===== config.mk =====
export PLATFORM = sky130hd
export DESIGN_NAME = instr_fetch_buf
export DESIGN_NICKNAME = d
export VERILOG_FILES = /design/src/rtl/instr_fetch_buf.sv
export SDC_FILE = /design/constraint.sdc
export NUM_CORES = 1
export LEC_CHECK = 0
export BUFFER_PORTS_ARGS = -buffer_cell sky130_fd_sc_hd__buf_2
export CAP_MARGIN = 0
export CORE_UTILIZATION = 40
export DETAILED_ROUTE_END_ITERATION = 10
export GPL_ROUTABILITY_DRIVEN = 0
export PLACE_DENSITY = 0.62
export SETUP_SLACK_MARGIN = 0.2
export SLEW_MARGIN = 5
export SYNTH_ARGS = -nofsm -noshare
export SYNTH_HDL_FRONTEND = slang
export SYNTH_SLANG_ARGS = --single-unit

===== constraint.sdc =====
create_clock -name clk -period 2.1 [get_ports clk]
set_input_delay 0.21 -clock clk [delete_from_list [all_inputs] [get_ports clk]]
set_output_delay 0.21 -clock clk [all_outputs]
set_load 0.1 [all_outputs]

===== src/rtl/instr_fetch_buf.sv =====
// Instruction fetch queue: issue -> push one cycle later -> decode the next cycle; backpressure via pc_hold when credit runs out.
// Optional macro IFB_BYPASS_EN presents a response arriving into an empty queue to decode in its arrival cycle.
module instr_fetch_buf #(
  parameter int DEPTH = 4
) (
  input  logic       clk,
  input  logic       rst_n,
  input  logic [7:0] pc_addr,
  output logic       pc_hold,
  input  logic       flush,
  output logic       imem_en,
  output logic [7:0] imem_addr,
  input  logic [7:0] imem_rdata,
  output logic       id_valid,
  input  logic       id_ready,
  output logic [7:0] id_instr,
  output logic [7:0] id_pc
);
  localparam int AW = (DEPTH > 1) ? $clog2(DEPTH) : 1;
  localparam int CW = AW + 1;
  localparam logic [CW:0] DEPTH_W = (CW + 1)'(DEPTH);

  if (DEPTH < 2 || DEPTH > 16 || (DEPTH & (DEPTH - 1)) != 0) begin : g_bad_depth
    $error("instr_fetch_buf: DEPTH must be a power of two in 2..16");
  end

  typedef enum logic {IDLE, FETCH} state_t;

  state_t          state, state_nxt;
  logic [CW-1:0]   count;
  logic [AW-1:0]   head, tail;
  logic            inflight;
  logic [7:0]      req_addr;
  logic [15:0]     mem [DEPTH];

  logic            empty;
  logic [CW:0]     used;
  logic            byp;
  logic            issue, push, pop;

  assign empty = (count == '0);
  // Credit comes from registered occupancy only; a same-cycle pop never frees a slot.
  assign used  = {1'b0, count} + {{CW{1'b0}}, inflight};

`ifdef IFB_BYPASS_EN
  assign byp = inflight && empty && !flush;
`else
  assign byp = 1'b0;
`endif

  always_ff @(posedge clk or negedge rst_n) begin
    if (!rst_n) begin
      state <= IDLE;
    end else begin
      state <= state_nxt;
    end
  end

  always_comb begin
    state_nxt = state;
    issue     = 1'b0;
    imem_en   = 1'b0;
    imem_addr = 8'h00;
    pc_hold   = 1'b1;
    id_valid  = 1'b0;
    id_instr  = 8'h00;
    id_pc     = 8'h00;
    pop       = 1'b0;
    push      = 1'b0;

    if (state == IDLE) begin
      state_nxt = FETCH;
    end

    issue     = (state == FETCH) && !flush && (used < DEPTH_W);
    imem_en   = issue;
    imem_addr = issue ? pc_addr : 8'h00;
    // A flush releases the PC so it can load the branch target.
    pc_hold   = !(issue || ((state == FETCH) && flush));

    id_valid = !flush && (!empty || byp);
    if (!empty) begin
      {id_instr, id_pc} = mem[head];
    end else if (byp) begin
      {id_instr, id_pc} = {imem_rdata, req_addr};
    end

    pop  = id_valid && id_ready && !empty;
    push = inflight && !flush && !(byp && id_ready);
  end

  always_ff @(posedge clk or negedge rst_n) begin
    if (!rst_n) begin
      count    <= '0;
      head     <= '0;
      tail     <= '0;
      inflight <= 1'b0;
      req_addr <= 8'h00;
    end else if (flush) begin
      count    <= '0;
      head     <= '0;
      tail     <= '0;
      inflight <= 1'b0;
    end else begin
      inflight <= issue;
      if (issue) begin
        req_addr <= pc_addr;
      end
      if (push) begin
        tail <= tail + AW'(1);
      end
      if (pop) begin
        head <= head + AW'(1);
      end
      count <= count + CW'(push) - CW'(pop);
    end
  end

  always_ff @(posedge clk) begin
    if (push) begin
      mem[tail] <= {imem_rdata, req_addr};
    end
  end

endmodule


## Yosys cells after proc, flatten, opt, wreduce, memory -nomap -nowiden

Memories as Yosys holds them, arrays and structs flattened.
Index checks and enable logic that the tools add are counted.

| storage, ports and cells | value |
|---|---|
| register bits | 17 |
| bits in writable memories | 64 |
| bits of input ports | 20 |
| output and inout port bits | 27 |
| logic and storage cells | 40 |
| memories | 1 |

Memory list:

| name | words | bits a word | rd ports | clocked after Yosys merged registers in | wr ports | RTL line | text |
|---|---|---|---|---|---|---|---|
| mem | 4 | 16 | 1 | 0 | 1 | 34 | `logic [15:0] mem [DEPTH];` |

| cells by class | value |
|---|---|
| $add $sub $neg | 5 |
| order comparisons | 1 |
| multiplexer cells | 11 |
| bitwise gates (word level) | 1 |
| reductions and logical operators | 15 |

Operator list:

| cell | number |
|---|---|
| two-way mux 8 bit | 3 |
| two-way mux 2 bit | 4 |
| logical AND 1 bit | 7 |
| adder 2 x 1 -> 2 bit, second input constant | 2 |
| adder 3 x 1 -> 4 bit | 1 |
| less-than comparator 4 x 3 -> 1 bit, second input constant | 1 |
| nonzero test 2 bit | 2 |
| adder 3 x 1 -> 3 bit | 1 |
| zero test 1 bit | 3 |
| zero test 3 bit | 1 |
| two-way mux 1 bit | 3 |
| two-way mux 3 bit | 1 |
| subtractor 3 x 1 -> 3 bit | 1 |
| AND reduction 2 bit | 1 |
| logical OR 1 bit | 1 |
| inverter 1 bit | 1 |

## Depth between registers and ports, before layout

Gate-level depths: netlist of run 1.

| logic depth | value |
|---|---|
| depth after elaboration | 7 |
| gate-level depth with buffers | 9 |
| mapped depth without buffers | 9 |

## Least setup slack after synthesis of run 1

No wires, ideal clock.

| timing path | value |
|---|---|
| path type | reg2out |
| start | register count[1] |
| end | output port pc_hold |
| arrival time | 2,672 ps |
| data required time | 1,890 ps |
| path slack | -782 ps |
| cell stages (with the launch flop) | 6 |
| path buffers | 1 |
| cells stage by stage | dfrtp_1 -> ha_1 -> and3_1 -> a2111oi_4 -> buf_4 -> a21oi_1 |

| between the ends | value |
|---|---|
| longest elaborated chain between the ends | 5 |

Ends and longest elaborated chain:

| what | RTL line | text |
|---|---|---|
| from (decl) | 30 | `logic [CW-1:0] count;` |
| from (signal assigned) | 115 | `count <= count + CW'(push) - CW'(pop);` |
| adder 3 x 1 -> 4 bit | 43 | `assign used = {1'b0, count} + {{CW{1'b0}}, inflight};` |
| less-than comparator 4 x 3 -> 1 bit | 75 | `issue = (state == FETCH) && !flush && (used < DEPTH_W);` |
| logical AND 1 bit | 75 |  |
| named net imem_en | 11 | `output logic imem_en,` |
| logical OR 1 bit | 79 | `pc_hold = !(issue \|\| ((state == FETCH) && flush));` |
| zero test 1 bit | 79 |  |
| to (decl) | 9 | `output logic pc_hold,` |

The timed path passes the listed nets, and every way through them passes these cells.

## Worst setup path after layout of run 1

| timing path | value |
|---|---|
| start | register count[1] |
| end | output port imem_addr[5] |

| between the ends | value |
|---|---|
| longest elaborated chain between the ends | 4 |

Ends and longest elaborated chain:

| what | RTL line | text |
|---|---|---|
| adder 3 x 1 -> 4 bit | 43 |  |
| less-than comparator 4 x 3 -> 1 bit | 75 |  |
| logical AND 1 bit | 75 |  |
| two-way mux 8 bit | 77 | `imem_addr = issue ? pc_addr : 8'h00;` |
| to (decl) | 12 | `output logic [7:0] imem_addr,` |

No other way between the ends.

==> results.cfg, run 1 <==
[sta]
rsz0062_at_grt = true
finalHoldViolations = 0
fin_ws_ns = -0.177
fmax_ghz = 0.439
layout_min_cycle_time_ns = 2.28
setup_viol = 16
skew_ns = 0.0104
slew_violations = 0
finalSetupTns_ns = -1.79
whs_ns = 0.0762
finalCritPeriodShare_pct = 108

[synthesis]
netlist_area_sq_um = 3320
ys_types = 26
syn_inst = 179
synth.avg_cell_area_sq_um = 18.5
yosys_warnings = 0
synthesis.nets = 207
ys_ff_latch = 81
ys_seq_area_share_pct = 70.8

[grt]
grt_pass1_vias = 1999
use_met3_pct = 5.20
grt_pass1_wl_mm = 10.5
grtUsageMet1_pct = 20.3
use_met2_pct = 30.3
grt.busiest_layer = met2
grt_max_degree = 18
grt_antenna_before_repair = 0
track_usage_pct = 17.3
grt_overflow = 0

[finish]
final_util_pct = 62.2
fin_nets = 297
n_antenna_cell = 0
final_area_sq_um = 4910
drive_gt1_share_pct = 58.4
final_common_cell = edfxtp_1
layout_common_cells = 64 x edfxtp_1, 31 x buf_12, 20 x buf_4
area_growth_pct = 47.9

[placed_design]
place_area_sq_um = 4090
pre_cts_slack_ns = 0.0551
dp_hpwl_mm = 3.90
portBuffers = 46

[floorplanning]
dieWidth_microns = 93.1
initial_core_util_pct = 42.1
core-area_sq_um = 7890
io_pins = 47
rows = 32
die_h_microns = 93.1
die_area_sq_um = 8660

[power]
ir_drop_mv = 0.514
p_per_area_nw_per_um2 = 1400
p_seq_share_pct = 30.5
internal_power_w = 0.00416
pwr-share-clk_pct = 16.1
pwr-share-comb_pct = 53.4
leakagePower_nw = 1.88
switchingPower_w = 0.00270
p_sw_share_pct = 39.3

[run]
maxCapViolations = 0

[routing]
num_vias = 1818
wire_per_inst_microns = 18.1
drtPass1Iterations = 4
drt-initial-drc-count = 81
ant_nets = 0
drc_errors = 0
wl_mm = 6.79
routed_via_density = 4.84

[setup_path]
worstPathRequired_ns = 1.89
cp-end-kind = output pin
r2r_slack_ns = -0.11
crit_fanout = 6
startpoint_type = register
r2r_cells = 10
cp.arrival_ns = 2.07
path_class = register to output pin

[clock_network]
clk_latency_ns = 0.35
cts.sinks = 81
numCtsBuffers = 9
clockBufferDepth = 2
htree_levels = 3
cts_tree = done
path_clk_slew_ns = 0.08
cts_root_buf = clkbuf_8

[min_path]
worstHoldPathType = primary input to register
hold-path-cell-count = 1

[outcome]
failed_checks = setup timing
outcome = complete, but fails checks
-- cell families (layout without fill, tap and decap cells) --
| kind of cell | count (synthesis) | after routing | share of synthesized area, % |
|---|---|---|---|
| flops | 81 | 81 | 70.8 |
| simple gates | 41 | 41 | 7.28 |
| mux | 25 | 25 | 13.9 |
| buf+inv | 13 | 108 | 1.66 |
| fa+ha+maj | 8 | 8 | 3.24 |
| compound gates | 6 | 6 | 2.00 |
| xor+xnor | 4 | 4 | 1.06 |
| other cells | 1 | 1 | 0.113 |
-- critical path, cell delays in order (launching register included) --
cell and delay [ns]:
dfrtp_2 0.43, buf_6 0.14, a31o_4 0.24, a2111oi_4 0.27, buf_4 0.19, clkbuf_16 0.14
and2_4 0.15, buf_12 0.16
-- worst paths after layout --
path                                         start                      end
min in group asynchronous                    rst_n  req_addr[4]$_DFFE_PN0P_
max in group asynchronous                    rst_n      head[1]$_DFFE_PN0P_
min                                  imem_rdata[6]     mem[0][14]$_DFFE_PP_
max reg2reg                     count[2]$_DFF_PN0_       count[2]$_DFF_PN0_
max                             count[1]$_DFF_PN0_             imem_addr[5]
min reg2reg                req_addr[4]$_DFFE_PN0P_      mem[3][4]$_DFFE_PP_
-- timing repair --
item	CTS	global route
setup buffers	13	7
gates resized for setup	80	17
setup endpoints to repair	28	35
hold buffers	1	0
hold endpoints to repair	17	0
pin swaps	1	2
cloned	2	1
-- metrics by stage --
step / cells / power [W]
floorplan: 179 / 0.00414
global placement: 336 / 0.00466
detailed placement: 336 / 0.00468
CTS: 368 / 0.00676
global route: 376 / 0.00714
finish: 376 / 0.00686
-- metal layers --
layer / part of all wire [%] / vias up
met5: 0 / -
met4: 1.5 / 0
met3: 3.4 / 8
met1: 41 / 913
met2: 55 / 42
li1: - / 855
-- final cells by class --
class / count / area (sq um)
Timing Repair Buffer: 86 / 1090
Inverter: 6 / 22.5
Clock inverter: 6 / 66.3
Tap cell: 102 / 128
Fill cell: 553 / 2980
Clock buffer: 10 / 128
Sequential cell: 81 / 2350
Multi-Input combinational cell: 85 / 1110
-- cell usage after synthesis --
master / instances / share of area, %
xnor2_1: 2 / 0.53
and2_1: 12 / 2.3
and3_1: 1 / 0.19
nor2_1: 8 / 0.91
edfxtp_1: 64 / 58
mux4_2: 16 / 11
mux2_2: 8 / 2.7
buf_4: 1 / 0.23
nor3_1: 1 / 0.15
xor2_1: 2 / 0.53
a21oi_1: 1 / 0.15
nand4_2: 1 / 0.38
buf_2: 2 / 0.30
inv_1: 6 / 0.68
dfrtp_1: 17 / 13
nor2b_1: 18 / 3.4
a2111oi_4: 1 / 0.83
a2111oi_0: 1 / 0.26
o311ai_0: 1 / 0.26
ha_1: 7 / 2.6
mux2i_1: 1 / 0.30
fa_1: 1 / 0.60
conb_1: 1 / 0.11
a31o_2: 1 / 0.26
o31ai_1: 1 / 0.23
clkbuf_1: 4 / 0.45
-- state kept, by name, summed over array words and instances (netlist names) --
name	cells
inflight	1
tail	2
state	1
mem	64
count	3
head	2
req_addr	8
-- power by group through the flow --
| stage | combinational [W] | clock (W) | sequential (W) |
|---|---|---|---|
| 2_1_floorplan | 0.00208 | 0 | 0.00206 |
| 3_3_place_gp | 0.00256 | 0 | 0.00210 |
| 5_1_grt | 0.00380 | 0.00122 | 0.00212 |
| 3_5_place_dp | 0.00257 | 0 | 0.00211 |
| 6_report | 0.00367 | 0.00110 | 0.00209 |
| 4_1_cts | 0.00354 | 0.00113 | 0.00208 |
Note: power is estimated with default switching activity, not from simulation.
==> inputs of run 2 (changes only) <==
--- a/config.mk
+++ b/config.mk
@@ -6,11 +6,12 @@
 export NUM_CORES = 1
 export LEC_CHECK = 0
 export BUFFER_PORTS_ARGS = -buffer_cell sky130_fd_sc_hd__buf_2
-export CAP_MARGIN = 0
-export CORE_UTILIZATION = 40
+export CAP_MARGIN = 5
+export CORE_MARGIN = 5
+export CORE_UTILIZATION = 30
 export DETAILED_ROUTE_END_ITERATION = 10
 export GPL_ROUTABILITY_DRIVEN = 0
-export PLACE_DENSITY = 0.62
+export PLACE_DENSITY = 0.5
 export SETUP_SLACK_MARGIN = 0.2
 export SLEW_MARGIN = 5
 export SYNTH_ARGS = -nofsm -noshare
==> run 2 against run 1 <==
The flow still finishes with violations (setup timing). First-iteration DRC count decreased by 37%. Count of clock-buffer cells in the layout decreased by 1. Register-to-register slack improved by 0.13 ns. Combinational power about the same. Sequential share of layout area decreased by 1.3 points. Critical path type unchanged.
==> results.cfg, run 2 (synthesized netlist as in run 1, its figures left out) <==
[outcome]
outcome = complete, but fails checks
failed_checks = setup timing

[clock_network]
clockBufferDepth = 2
numCtsBuffers = 9
htree_levels = 3
path_clk_slew_ns = 0.08
cts.sinks = 81
cts_root_buf = clkbuf_8
clk_latency_ns = 0.34
cts_tree = done

[power]
p_per_area_nw_per_um2 = 1390
leakagePower_nw = 1.90
ir_drop_mv = 1.01

[floorplanning]
io_pins = 47
die_area_sq_um = 13300
core-area_sq_um = 10800
rows = 38
dieWidth_microns = 115
initial_core_util_pct = 30.6
die_h_microns = 115

[setup_path]
cp.arrival_ns = 1.97
r2r_slack_ns = 0.02
worstReg2RegStart = count[0]$_DFF_PN0_
cp-end-kind = output pin
r2r_cells = 9
path_class = register to output pin
r2r-end = count[1]$_DFF_PN0_
crit_fanout = 8
startpoint_type = register
critPathLaunch = count[2]$_DFF_PN0_
worstPathRequired_ns = 1.89

[min_path]
hp-start = imem_rdata[7]
worstHoldPathType = primary input to register
holdPathEnd = mem[0][15]$_DFFE_PP_
hold-path-cell-count = 1

[routing]
drc_errors = 0
wl_mm = 6.85
num_vias = 1831
wire_per_inst_microns = 16.6
drtPass1Iterations = 3
routed_via_density = 4.44
drt-initial-drc-count = 51
ant_nets = 0

[sta]
fin_ws_ns = -0.0820
skew_ns = 0.00930
finalSetupTns_ns = -0.638
fmax_ghz = 0.458
finalCritPeriodShare_pct = 104
finalHoldViolations = 0
layout_min_cycle_time_ns = 2.18
setup_viol = 9
slew_violations = 0
rsz0062_at_grt = true

[grt]
track_usage_pct = 11.1
grt_antenna_before_repair = 0
grt_pass1_vias = 1925
grt_max_degree = 18
grt_pass1_wl_mm = 10.8
grt_overflow = 0

[finish]
drive_gt1_share_pct = 59.2
top_regs = mem (64), req_addr (8), count (3)
largest_reg_flops = 64
fin_nets = 295
final_common_cell = edfxtp_1
largest_register = mem
n_antenna_cell = 0
area_growth_pct = 52.0
layout_common_cells = 64 x edfxtp_1, 33 x buf_12, 19 x buf_6, 19 x buf_2

[placed_design]
portBuffers = 46
pre_cts_slack_ns = 0.0985
dp_hpwl_mm = 4.14

[run]
maxCapViolations = 0
run 2: cell count changes in the layout (fill, tap and decap cells not counted), moves of 2 or more:
cell	delta
buf_4	-11
buf_6	+8
buf_12	+2
mux2_2	-3
mux2_4	+3
run 2: repair_timing:
| action | 4_1_cts | 5_1_grt |
|---|---|---|
| endpoints found under the hold margin | 17 | 0 |
| buffers inserted | 15 | 4 |
| setup endpoints to repair | 28 | 37 |
| gates cloned | 3 | 0 |
| resized for setup | 94 | 18 |
| hold buffers | 1 | 0 |
| pin swaps | 1 | 9 |
run 2: worst max-delay path: stages (launching register included):
cell	delay, ns
dfrtp_1	0.39
buf_6	0.14
ha_4	0.14
and3_4	0.18
a2111oi_4	0.26
buf_6	0.19
and2_4	0.16
buf_12	0.16
run 2: how the worst max path moves through the flow:
| stage | endpoint | slack (ns) |
|---|---|---|
| final | imem_addr[0] | -0.08 |
| after global routing | imem_addr[0] | -0.18 |
| after CTS | imem_addr[0] | -0.11 |
| after detailed placement | count[2]$_DFF_PN0_ | 0.1 |
| after global placement | count[2]$_DFF_PN0_ | 0.14 |
| after floorplan | imem_addr[0] | -0.03 |
run 2: through the flow:
step	cells	instance area [sq um]	hold WS [ns]	util (%)	power, W
CTS	408	4940	0.0658	45.6	0.00695
global placement	373	4180	0.165	38.5	0.00472
floorplan	179	3480	-0.0856	-	0.00414
detailed placement	373	4180	0.167	38.5	0.00474
global route	412	5040	0.0546	46.5	0.00730
finish	412	5040	0.0732	46.5	0.00701
run 2: where the power goes:
part	internal [W]	switching, W	total (W)
Sequential	0.00194	0.000155	0.00209
Clock	0.000669	0.000561	0.00123
Combinational	0.00167	0.00202	0.00369
Total	0.00427	0.00274	0.00701
run 2: area by class of cell:
| type | count | area (sq um) |
|---|---|---|
| clock buffers | 9 | 124 |
| clock inverters | 7 | 93.8 |
| fillers | 940 | 5800 |
| inverters | 6 | 22.5 |
| multi-input cells | 85 | 1160 |
| flip-flops and latches | 81 | 2350 |
| well taps | 140 | 175 |
| repair buffers | 84 | 1120 |
run 2: metal layers:
metal	wire, microns	global-route usage, %	part of all wire (%)
met2	3460	18.1	51
met5	0	0	0
met3	263	3.32	3.8
met1	3050	14.5	45
met4	70	3.05	1.0
==> inputs of run 3 (changes only) <==
--- a/config.mk
+++ b/config.mk
@@ -6,13 +6,12 @@
 export NUM_CORES = 1
 export LEC_CHECK = 0
 export BUFFER_PORTS_ARGS = -buffer_cell sky130_fd_sc_hd__buf_2
-export CAP_MARGIN = 5
+export CAP_MARGIN = 40
 export CORE_MARGIN = 5
 export CORE_UTILIZATION = 30
 export DETAILED_ROUTE_END_ITERATION = 10
 export GPL_ROUTABILITY_DRIVEN = 0
 export PLACE_DENSITY = 0.5
-export SETUP_SLACK_MARGIN = 0.2
 export SLEW_MARGIN = 5
 export SYNTH_ARGS = -nofsm -noshare
 export SYNTH_HDL_FRONTEND = slang
==> run 3 against run 2 <==
The flow still finishes with violations (setup timing). Cell area fell by 5.3%. Hold slack improved by 0.0040 ns. Flip-flop and latch count did not move. Via count rose by 0.22%. Maximum frequency fell by 2.2%. Clock power rose by 7%. Sequential power barely moved. Largest cell class unchanged. Worst setup slack got worse by 0.049 ns. Cell count rose by 0.24%. Highest routed layer unchanged.
==> results.cfg, run 3 (synthesized netlist as in run 1, its figures left out) <==
[outcome]
outcome = complete, but fails checks
failed_checks = setup timing

[power]
leakagePower_nw = 1.79
p_seq_share_pct = 31.9
pwr-share-clk_pct = 20.2
switchingPower_w = 0.00255
p_per_area_nw_per_um2 = 1370
ir_drop_mv = 1.01
p_sw_share_pct = 39.0
pwr-share-comb_pct = 47.9
internal_power_w = 0.00399

[finish]
layout_common_cells = 64 x edfxtp_1, 27 x buf_4, 20 x buf_2, 20 x buf_12, 16 x mux4_2
fin_nets = 297
final_util_pct = 44.0
top_regs = mem (64), req_addr (8), count (3)
largest_register = mem
largest_reg_flops = 64
drive_gt1_share_pct = 58.2
final_common_cell = edfxtp_1
area_growth_pct = 43.9
final_area_sq_um = 4770
n_antenna_cell = 0

[clock_network]
htree_levels = 3
cts_tree = done
clk_latency_ns = 0.35
path_clk_slew_ns = 0.08
cts.sinks = 81
numCtsBuffers = 9
clockBufferDepth = 2
cts_root_buf = clkbuf_8

[floorplanning]
rows = 38
initial_core_util_pct = 30.6
io_pins = 47
die_area_sq_um = 13300
die_h_microns = 115
core-area_sq_um = 10800
dieWidth_microns = 115

[sta]
rsz0062_at_grt = true
finalCritPeriodShare_pct = 106
setup_viol = 11
skew_ns = 0.00655
fmax_ghz = 0.448
layout_min_cycle_time_ns = 2.23
fin_ws_ns = -0.131
finalHoldViolations = 0
slew_violations = 0

[routing]
drc_errors = 0
drtPass1Iterations = 4
wire_per_inst_microns = 16.1
routed_via_density = 4.44
ant_nets = 0
wl_mm = 6.65
drt-initial-drc-count = 47
num_vias = 1835

[setup_path]
crit_fanout = 8
r2r_slack_ns = -0.03
worstReg2RegStart = count[0]$_DFF_PN0_
critPathLaunch = count[1]$_DFF_PN0_
path_class = register to output pin
r2r-end = count[2]$_DFF_PN0_
worstPathRequired_ns = 1.89
r2r_cells = 10
cp-end-kind = output pin
startpoint_type = register
cp.arrival_ns = 2.02

[grt]
use_met2_pct = 15.6
grt_antenna_before_repair = 0
grtUsageMet1_pct = 14.4
track_usage_pct = 10.5
grt_pass1_wl_mm = 10.4
grt_max_degree = 18
grt_pass1_vias = 1921
use_met3_pct = 3.11
grt_overflow = 0
grt.busiest_layer = met2

[placed_design]
portBuffers = 46
place_area_sq_um = 4080
dp_hpwl_mm = 4.09

[run]
maxCapViolations = 0

[min_path]
hold-path-cell-count = 1
hp-start = imem_rdata[6]
worstHoldPathType = primary input to register
holdPathEnd = mem[1][14]$_DFFE_PP_
==> run 3: changes by cell type in the layout (fill, tap and decap cells not counted), sizes merged <==
cell | before | now
clkbuf | 9 | 12
bufinv | 2 | 3
inv | 7 | 6
buf | 83 | 82
clkinvlp | 1 | 0
==> run 3: cell type report <==
class	count	area (sq um)
clock buffer	9	124
clock inverter	6	108
fill	977	6070
inverter	6	22.5
multi-input combinational	85	1040
sequential	81	2350
tap	140	175
timing repair buffer	86	957
==> run 3: worst max-delay path by stage <==
stage                                     to  cells after the start  slack, ns
after global routing            imem_addr[7]                      7      -0.22
after detailed placement  count[2]$_DFF_PN0_                      9       0.07
after global placement    count[2]$_DFF_PN0_                      9       0.16
final                           imem_addr[6]                      7      -0.13
after floorplan                     id_pc[7]                      3      -0.33
after CTS                       imem_addr[6]                      6      -0.17
==> run 3: worst max-delay path, stage by stage (launching register included) <==
cell,delay (ns)
dfrtp_2,0.41
buf_6,0.14
a31o_4,0.24
a2111oi_4,0.27
buf_4,0.19
buf_12,0.12
and2_4,0.15
buf_12,0.16
==> run 3: routing by layer <==
layer  vias up  wire length, microns
li1        855                     -
met1       934                  3020
met2        37                  3190
met3         9                   313
met4         0                   120
met5         -                     0
==> run 3: stage by stage <==
stage	power (W)	hold slack, ns	setup TNS [ns]	cells	setup WS (ns)
3_3_place_gp	0.00457	0.171	0	373	0.156
4_1_cts	0.00615	0.0634	-1.52	396	-0.169
2_1_floorplan	0.00398	-0.0856	-1.76	179	-0.329
6_report	0.00653	0.0772	-1.19	413	-0.131
3_5_place_dp	0.00458	0.170	0	373	0.0693
5_1_grt	0.00683	0.0536	-2.52	413	-0.220
==> run 3: power groups by stage <==
| stage | combinational [W] | clock (W) | sequential (W) |
|---|---|---|---|
| floorplan | 0.00192 | 0 | 0.00206 |
| global placement | 0.00247 | 0 | 0.00210 |
| detailed placement | 0.00247 | 0 | 0.00211 |
| CTS | 0.00271 | 0.00135 | 0.00209 |
| global route | 0.00328 | 0.00144 | 0.00211 |
| finish | 0.00313 | 0.00132 | 0.00208 |
==> run 3: repair_timing <==
item	4_1_cts	5_1_grt
endpoints found under the setup margin	26	27
cloned	1	2
hold buffers	1	0
gates resized for setup	30	28
pin swaps	0	4
endpoints found under the hold margin	17	0
setup buffers	6	15
